**config.mk**
```make
export PLATFORM = sky130hd
export DESIGN_NAME = demux8_deser
export DESIGN_NICKNAME = d
export VERILOG_FILES = /design/src/rtl/demux8_deser.sv
export SDC_FILE = /design/constraint.sdc
export NUM_CORES = 1
export LEC_CHECK = 0
export CORE_MARGIN = 4
export CORE_UTILIZATION = 45
export CTS_CLUSTER_DIAMETER = 150
export DETAILED_ROUTE_END_ITERATION = 8
export PLACE_DENSITY = 0.73
export SLEW_MARGIN = 25
export SYNTH_ARGS = -nofsm -noshare
export SYNTH_HDL_FRONTEND = slang
export SYNTH_SLANG_ARGS = --single-unit
```
**constraint.sdc**
```tcl
create_clock -name clk -period 2.7 [get_ports clk]
set_clock_uncertainty 0.15 [all_clocks]
set_input_delay 0.405 -clock clk [delete_from_list [all_inputs] [get_ports clk]]
set_output_delay 0.405 -clock clk [all_outputs]
set_load 0.01 [all_outputs]
```
**src/rtl/demux8_deser.sv**
```systemverilog
// Serial-to-parallel receiver: a 3-bit index steers each accepted bit into a
// capture buffer; the completed byte is published on q with a one-cycle done pulse.
module demux8_deser #(
    parameter bit MSB_FIRST = 1'b0
) (
    input  logic       clk,
    input  logic       rst_n,
    input  logic       start,
    input  logic       din,
    input  logic       din_valid,
    output logic [7:0] q,
    output logic [2:0] sel,
    output logic       busy,
    output logic       done
);

    typedef enum logic [1:0] {
        IDLE  = 2'd0,
        SHIFT = 2'd1,
        DONE  = 2'd2
    } state_e;

    state_e     state_q, state_d;
    logic [7:0] shbuf_q, shbuf_d;
    logic [7:0] word_q, word_d;
    logic [2:0] sel_q, sel_d;
    logic       busy_q, busy_d;
    logic       done_q, done_d;
    logic [2:0] idx;
    logic [7:0] merged;

    // Buffer with the current bit already in place; used both for the running
    // capture and for the final publish so the last bit is not lost.
    always_comb begin
        idx         = MSB_FIRST ? (3'd7 - sel_q) : sel_q;
        merged      = shbuf_q;
        merged[idx] = din;
    end

    always_comb begin
        state_d = state_q;
        shbuf_d = shbuf_q;
        word_d  = word_q;
        sel_d   = sel_q;
        case (state_q)
            IDLE: begin
                if (start) begin
                    state_d = SHIFT;
                    sel_d   = 3'd0;
                    shbuf_d = 8'h00;
                end
            end
            SHIFT: begin
                if (start) begin
                    sel_d   = 3'd0;
                    shbuf_d = 8'h00;
                end else if (din_valid) begin
                    shbuf_d = merged;
                    if (sel_q == 3'd7) begin
                        word_d  = merged;
                        sel_d   = 3'd0;
                        state_d = DONE;
                    end else begin
                        sel_d = sel_q + 3'd1;
                    end
                end
            end
            DONE: begin
                if (start) begin
                    state_d = SHIFT;
                    sel_d   = 3'd0;
                    shbuf_d = 8'h00;
                end else begin
                    state_d = IDLE;
                end
            end
            default: begin
                state_d = IDLE;
                sel_d   = 3'd0;
                shbuf_d = 8'h00;
            end
        endcase
        busy_d = (state_d == SHIFT);
        done_d = (state_d == DONE);
    end

    always_ff @(posedge clk) begin
        if (!rst_n) begin
            state_q <= IDLE;
            shbuf_q <= 8'h00;
            word_q  <= 8'h00;
            sel_q   <= 3'd0;
            busy_q  <= 1'b0;
            done_q  <= 1'b0;
        end else begin
            state_q <= state_d;
            shbuf_q <= shbuf_d;
            word_q  <= word_d;
            sel_q   <= sel_d;
            busy_q  <= busy_d;
            done_q  <= done_d;
        end
    end

    assign q    = word_q;
    assign sel  = sel_q;
    assign busy = busy_q;
    assign done = done_q;

endmodule

```
==> flow_summary.toml, run 1 <==
[placement]
pre_cts_slack_ns = 0.716
gp_congestion = 0.732
io_buffer_count = 17
post-dp-hpwl_mm = 1.35

[yosys]
netlist_top_cells_area = "dfxtp_1, a211oi_2, mux2i_1, o2bb2ai_1, a21oi_1"
synth.yosys.warnings = 0
postSynth.topFlopCell = "dfxtp_1"
synth_cell_types = 25
synth.most_common_cell = "dfxtp_1"
netlist.area_leader.share_pct = 44.8
mappedNetlistNets = 101
ys_seq_area_share_pct = 44.8
postSynthCellCount = 94
synth_commonest_cells = "dfxtp_1, a21oi_1, a211oi_2, mux2i_1, o2bb2ai_1"
synth_top_cell_by_area = "dfxtp_1"
synth-edff-count = 0
async_set_or_reset_flop_fraction_in_the_synthesized_netlist_pct = 0
syn-cell-area_sq_um = 1030
post_synthesis_mean_instance_area_sq_um = 10.9
ys_ff_latch = 23

[sta]
period_share_pct = 77.3
hold_violation_count_in_the_final_report = 0
worst_slew_margin_rel_pct = 63.8
max_slew.worst_pin.slew_ns = 0.543
setup_repair_after_global_routing_missed_its_margin = "no"
drv_slew = 0
finalWorstPathRequiredPeriod_ns = 2.09
final_critical_path_setup_slack_ns = 0.614
setup_violations = 0
totalNegativeSetupSlack_ns = 0
fmax_ghz = 0.479
final.hold.worst_slack_ns = 0.324

[finish]
area_overhead_vs_synth_pct = 16.7
drive_gt1_share_pct = 15.1
num-fill-cells = 195
final-seq-area_sq_um = 460
final_net_count = 114
antenna_cells = 0
multiInputGateArea_sq_um = 498

[global_route]
grt_pass1_vias = 799
grt_antenna_before_repair = 0
grt.overflow.total = 0
grt_start_max_net_pins = 16
grt_first_pass_wirelength_mm = 3.55
grt_util_all_layers_pct = 14.0

[drt]
route.vias.total = 760
initialDrtViolationCount = 8
drt_pass1_iterations = 4
total_wirelength_mm = 1.92
remaining_drc_errors = 0
ant_nets = 0
routedWlPerCell_microns = 14.3
vias_per_cell = 5.67

[die]
core_sq_um = 2190
io_pins = 18
die_h_microns = 55.8
initial_core_util_pct = 46.9
num_rows = 17
die_width_microns = 55.8
die_area_sq_um = 3110

[worst_setup_path]
cp.required_ns = 2.14
cp_top_family = "buffers and inverters"
worstPathMaxFanout = 12
crit_chain = "clkdlybuf4s50_1"
crit_arrival_ns = 1.53
critPathLaunchType = "register"
setup.worst_path.class = "register to primary output"
cpPeakStageDelay_ns = 0.62
worst_path_buf_inv = 1
crit_path_top_delay_cell = "clkdlybuf4s50_1"
crit_path_end_kind = "primary output"

[clock_tree]
htreeDepth = 1
clock-root-buffer = "clkbuf_4"
cts_sinks = 23
cts_tree = "built"
cts_buffers = 3
post_cts.resized_instances = 0
cts.repair_timing.setup_buffer_count = 0
hold_buffers = 0
clock_latency_ns = 0.31
clk_pin_slew_worst_paths_ns = 0.13
cts_max_path_buffers = 2

[power]
cellInternalPower_mw = 0.411
power_leakage_nw = 0.424
share_seq_of_total_power_pct = 64.7
power.switching_mw = 0.123
proportion_of_total_power_due_to_net_switching_pct = 23.1
comb_power_share_pct = 6.0
worst_ir_drop_vdd_uv = 409
p_clk_share_pct = 29.4
power.density_nw_per_um2 = 446

[status]
run_status = "finished clean"

[run]
max_cap_viol_count = 0

[min_path]
hold_path_class = "register to register"
cells by family (layout without fill, tap and decap cells):
family	count (synthesis)	in the layout	synth area share (%)
compound gates	31	31	25.5
flops	23	23	44.8
simple gates	19	19	12.8
buf+inv	11	23	6.70
mux	8	8	7.80
fa+ha+maj	2	2	2.44
stage by stage:
step | power (mW) | utilization (%) | area, sq um | cells
finish | 0.534 | 54.7 | 1200 | 134
global route | 0.552 | 54.7 | 1200 | 134
CTS | 0.536 | 54.7 | 1200 | 134
detailed placement | 0.385 | 53.5 | 1170 | 130
global placement | 0.384 | 53.5 | 1170 | 130
floorplan | 0.373 | - | 1030 | 94
registers in the layout, summed over array words and instances, names as in the netlist:
signal,cells
q,8
shbuf_q,8
sel,3
state_q,2
busy,1
done,1
worst paths after layout:
check,start,slack [ns],cells after the start,end
max,sel[0],0.61,1,sel[0]
min,shbuf_q[4],0.32,1,shbuf_q[4]
max reg2reg,sel[1],0.72,4,q[6]
min reg2reg,shbuf_q[4],0.32,1,shbuf_q[4]
power groups by stage:
stage	logic, mW	registers (mW)	clock network, mW
3_3_place_gp	0.0314	0.353	0
5_1_grt	0.0351	0.346	0.170
6_report	0.0319	0.345	0.157
3_5_place_dp	0.0321	0.353	0
4_1_cts	0.0321	0.345	0.158
2_1_floorplan	0.0204	0.352	0
placed cells by master, fill, tap and decap left out, types with 3 or more instances in the layout:
master,synthesis,final
dfxtp_1,23,23
clkdlybuf4s50_1,0,17
a21oi_1,9,9
mux2i_1,8,8
o2bb2ai_1,8,8
a211oi_2,8,8
nor2_1,4,4
a32oi_1,3,3
and3_1,3,3
nand3b_1,3,3
clkbuf_4,0,3
layer usage:
layer	vias up	part of all wire [%]	GRT usage, %
met2	14	51	24.0
li1	378	-	-
met5	-	0	0
met3	0	3.9	4.87
met4	0	0	4.17
met1	368	45	16.4
final cells by class:
cell class	count	share of cell area (%)
clock buffer	3	1.88
clock inverter	1	0.418
inverter	2	0.626
multi-input combinational	60	41.5
sequential	23	38.4
tap	28	2.92
timing repair buffer	17	14.2
(Power assumes the default switching activity.)
==> inputs of run 2 (changes only) <==
--- a/config.mk
+++ b/config.mk
@@ -9,7 +9,7 @@
 export CORE_UTILIZATION = 45
 export CTS_CLUSTER_DIAMETER = 150
 export DETAILED_ROUTE_END_ITERATION = 8
-export PLACE_DENSITY = 0.73
+export PLACE_DENSITY = 0.75
 export SLEW_MARGIN = 25
 export SYNTH_ARGS = -nofsm -noshare
 export SYNTH_HDL_FRONTEND = slang
==> constraint.sdc (replaced) <==
create_clock -name clk -period 1.73 [get_ports clk]
set_clock_uncertainty 0.15 [all_clocks]
set_input_delay 0.2595 -clock clk [delete_from_list [all_inputs] [get_ports clk]]
set_output_delay 0.2595 -clock clk [all_outputs]
set_load 0.01 [all_outputs]
==> run 2 against run 1 <==
Net effect:
- utilization grew 2.9 points
- hold slack gained 0.00079 ns
- combinational power increased by 87%
- largest cell class unchanged
==> flow_summary.toml, run 2 (synthesized netlist as in run 1, its figures left out) <==
[power]
power_leakage_nw = 0.463
power.density_nw_per_um2 = 666
worst_ir_drop_vdd_uv = 466
finalPower_mw = 0.840

[min_path]
hold_path_class = "register to register"
hold_path.startpoint = "shbuf_q[2]"
min_delay_path_depth = 1
min_delay_endpoint = "shbuf_q[2]"

[placement]
dpl.cell_count = 138
io_buffer_count = 17
gp_congestion = 0.829
pre_cts_slack_ns = -0.0424
post-dp-hpwl_mm = 1.57

[worst_setup_path]
r2r_start = "sel[0]"
cp-startpoint = "sel[2]"
worst_r2r_endpoint = "q[3]"
worstPathMaxFanout = 7
setup.worst_path.class = "register to primary output"
critPathLaunchType = "register"
crit_chain = "clkdlybuf4s50_1"
crit_path_top_delay_cell = "clkdlybuf4s50_1"
cp.required_ns = 1.32
worst_path_buf_inv = 1
cp_top_family = "buffers and inverters"
timing.reg2reg.worst_path_depth = 5
worst-path-stages = 1
reg2reg_setup_slack_ns = 0.19
crit_arrival_ns = 1.26
crit_path_end_kind = "primary output"
cpPeakStageDelay_ns = 0.54

[clock_tree]
cts_sinks = 23
clk_pin_slew_worst_paths_ns = 0.12
clock_latency_ns = 0.31
htreeDepth = 1
cts.repair_timing.setup_buffer_count = 0
clock-root-buffer = "clkbuf_4"
cts_tree = "built"
cts_buffers = 3
cts_max_path_buffers = 2

[global_route]
grt_util_all_layers_pct = 14.7
grt_antenna_before_repair = 0
grt_pass1_vias = 763
grt.overflow.total = 0
grt_first_pass_wirelength_mm = 3.58
grt_start_max_net_pins = 14

[run]
max_cap_viol_count = 0

[die]
core_sq_um = 2190
die_area_sq_um = 3110
num_rows = 17
die_width_microns = 55.8
die_h_microns = 55.8
io_pins = 18
initial_core_util_pct = 46.9

[finish]
multiInputGateArea_sq_um = 498
stdcell_count = 142
layout_common_cells = "dfxtp_1, clkdlybuf4s50_1, a21oi_1"
area_overhead_vs_synth_pct = 22.8
num-fill-cells = 199
final-seq-area_sq_um = 464
drive_gt1_share_pct = 21.1
leading_cell_type_in_the_layout_fill_and_taps_excluded = "dfxtp_1"
antenna_cells = 0
final_net_count = 122
finish.utilization_pct = 57.6

[sta]
finalWorstPathRequiredPeriod_ns = 1.67
final_critical_path_setup_slack_ns = 0.0591
drv_slew = 0
final.hold.worst_slack_ns = 0.325
setup_repair_after_global_routing_missed_its_margin = "no"
setup_violations = 0
fmax_ghz = 0.598
max_slew.worst_pin.slew_ns = 0.532
worst_slew_margin_rel_pct = 64.5
period_share_pct = 96.6
hold_violation_count_in_the_final_report = 0

[drt]
remaining_drc_errors = 0
vias_per_cell = 5.52
initialDrtViolationCount = 16
routedWlPerCell_microns = 15.2
route.vias.total = 784
ant_nets = 0
drt_pass1_iterations = 4
total_wirelength_mm = 2.16

[status]
run_status = "finished clean"
[run 2: changes by cell type in the layout (fill, tap and decap cells not counted)]
| cell | previous run | this run |
|---|---|---|
| buf_4 | 0 | 8 |
| dfxtp_1 | 23 | 22 |
| dfxtp_4 | 0 | 1 |
| clkinv_2 | 1 | 0 |
| clkbuf_1 | 0 | 1 |
[run 2: worst max-delay path by stage]
stage,slack (ns),endpoint
2_1_floorplan,0.22,sel[0]
3_3_place_gp,0.02,shbuf_q[4]
3_5_place_dp,-0.04,shbuf_q[7]
4_1_cts,0.02,sel[2]
5_1_grt,0.008,sel[1]
6_report,0.06,sel[2]
[run 2: final cells by class]
| cell class | instances | area share [%] |
|---|---|---|
| clock buffer | 4 | 2.08 |
| inverter | 2 | 0.595 |
| multi-input combinational | 60 | 39.5 |
| sequential | 23 | 36.8 |
| tap | 28 | 2.78 |
| timing repair buffer | 25 | 18.3 |
[run 2: timing repair]
item,in CTS,in global routing
resized for setup,1,1
setup endpoints to repair,1,1
pin swaps,0,0
hold endpoints to repair,0,0
hold buffers,0,0
[run 2: through the flow]
| stage | setup TNS (ns) | area [sq um] |
|---|---|---|
| final | 0 | 1260 |
| after global routing | 0 | 1260 |
| after CTS | 0 | 1260 |
| after detailed placement | -0.194 | 1230 |
| after global placement | 0 | 1230 |
| after floorplan | 0 | 1030 |
[run 2: power by group]
group	internal [mW]	switching [mW]
clock network	0.0902	0.155
logic	0.0271	0.0325
registers	0.532	0.00328
[run 2: layer usage]
layer	vias up	track usage (%)	part of all wire, %	wire length [microns]
li1	392	-	-	-
met1	369	18.8	48	1030
met2	18	22.5	46	985
met3	5	3.25	4.6	99
met4	0	8.33	2.3	50
met5	-	0	0	0
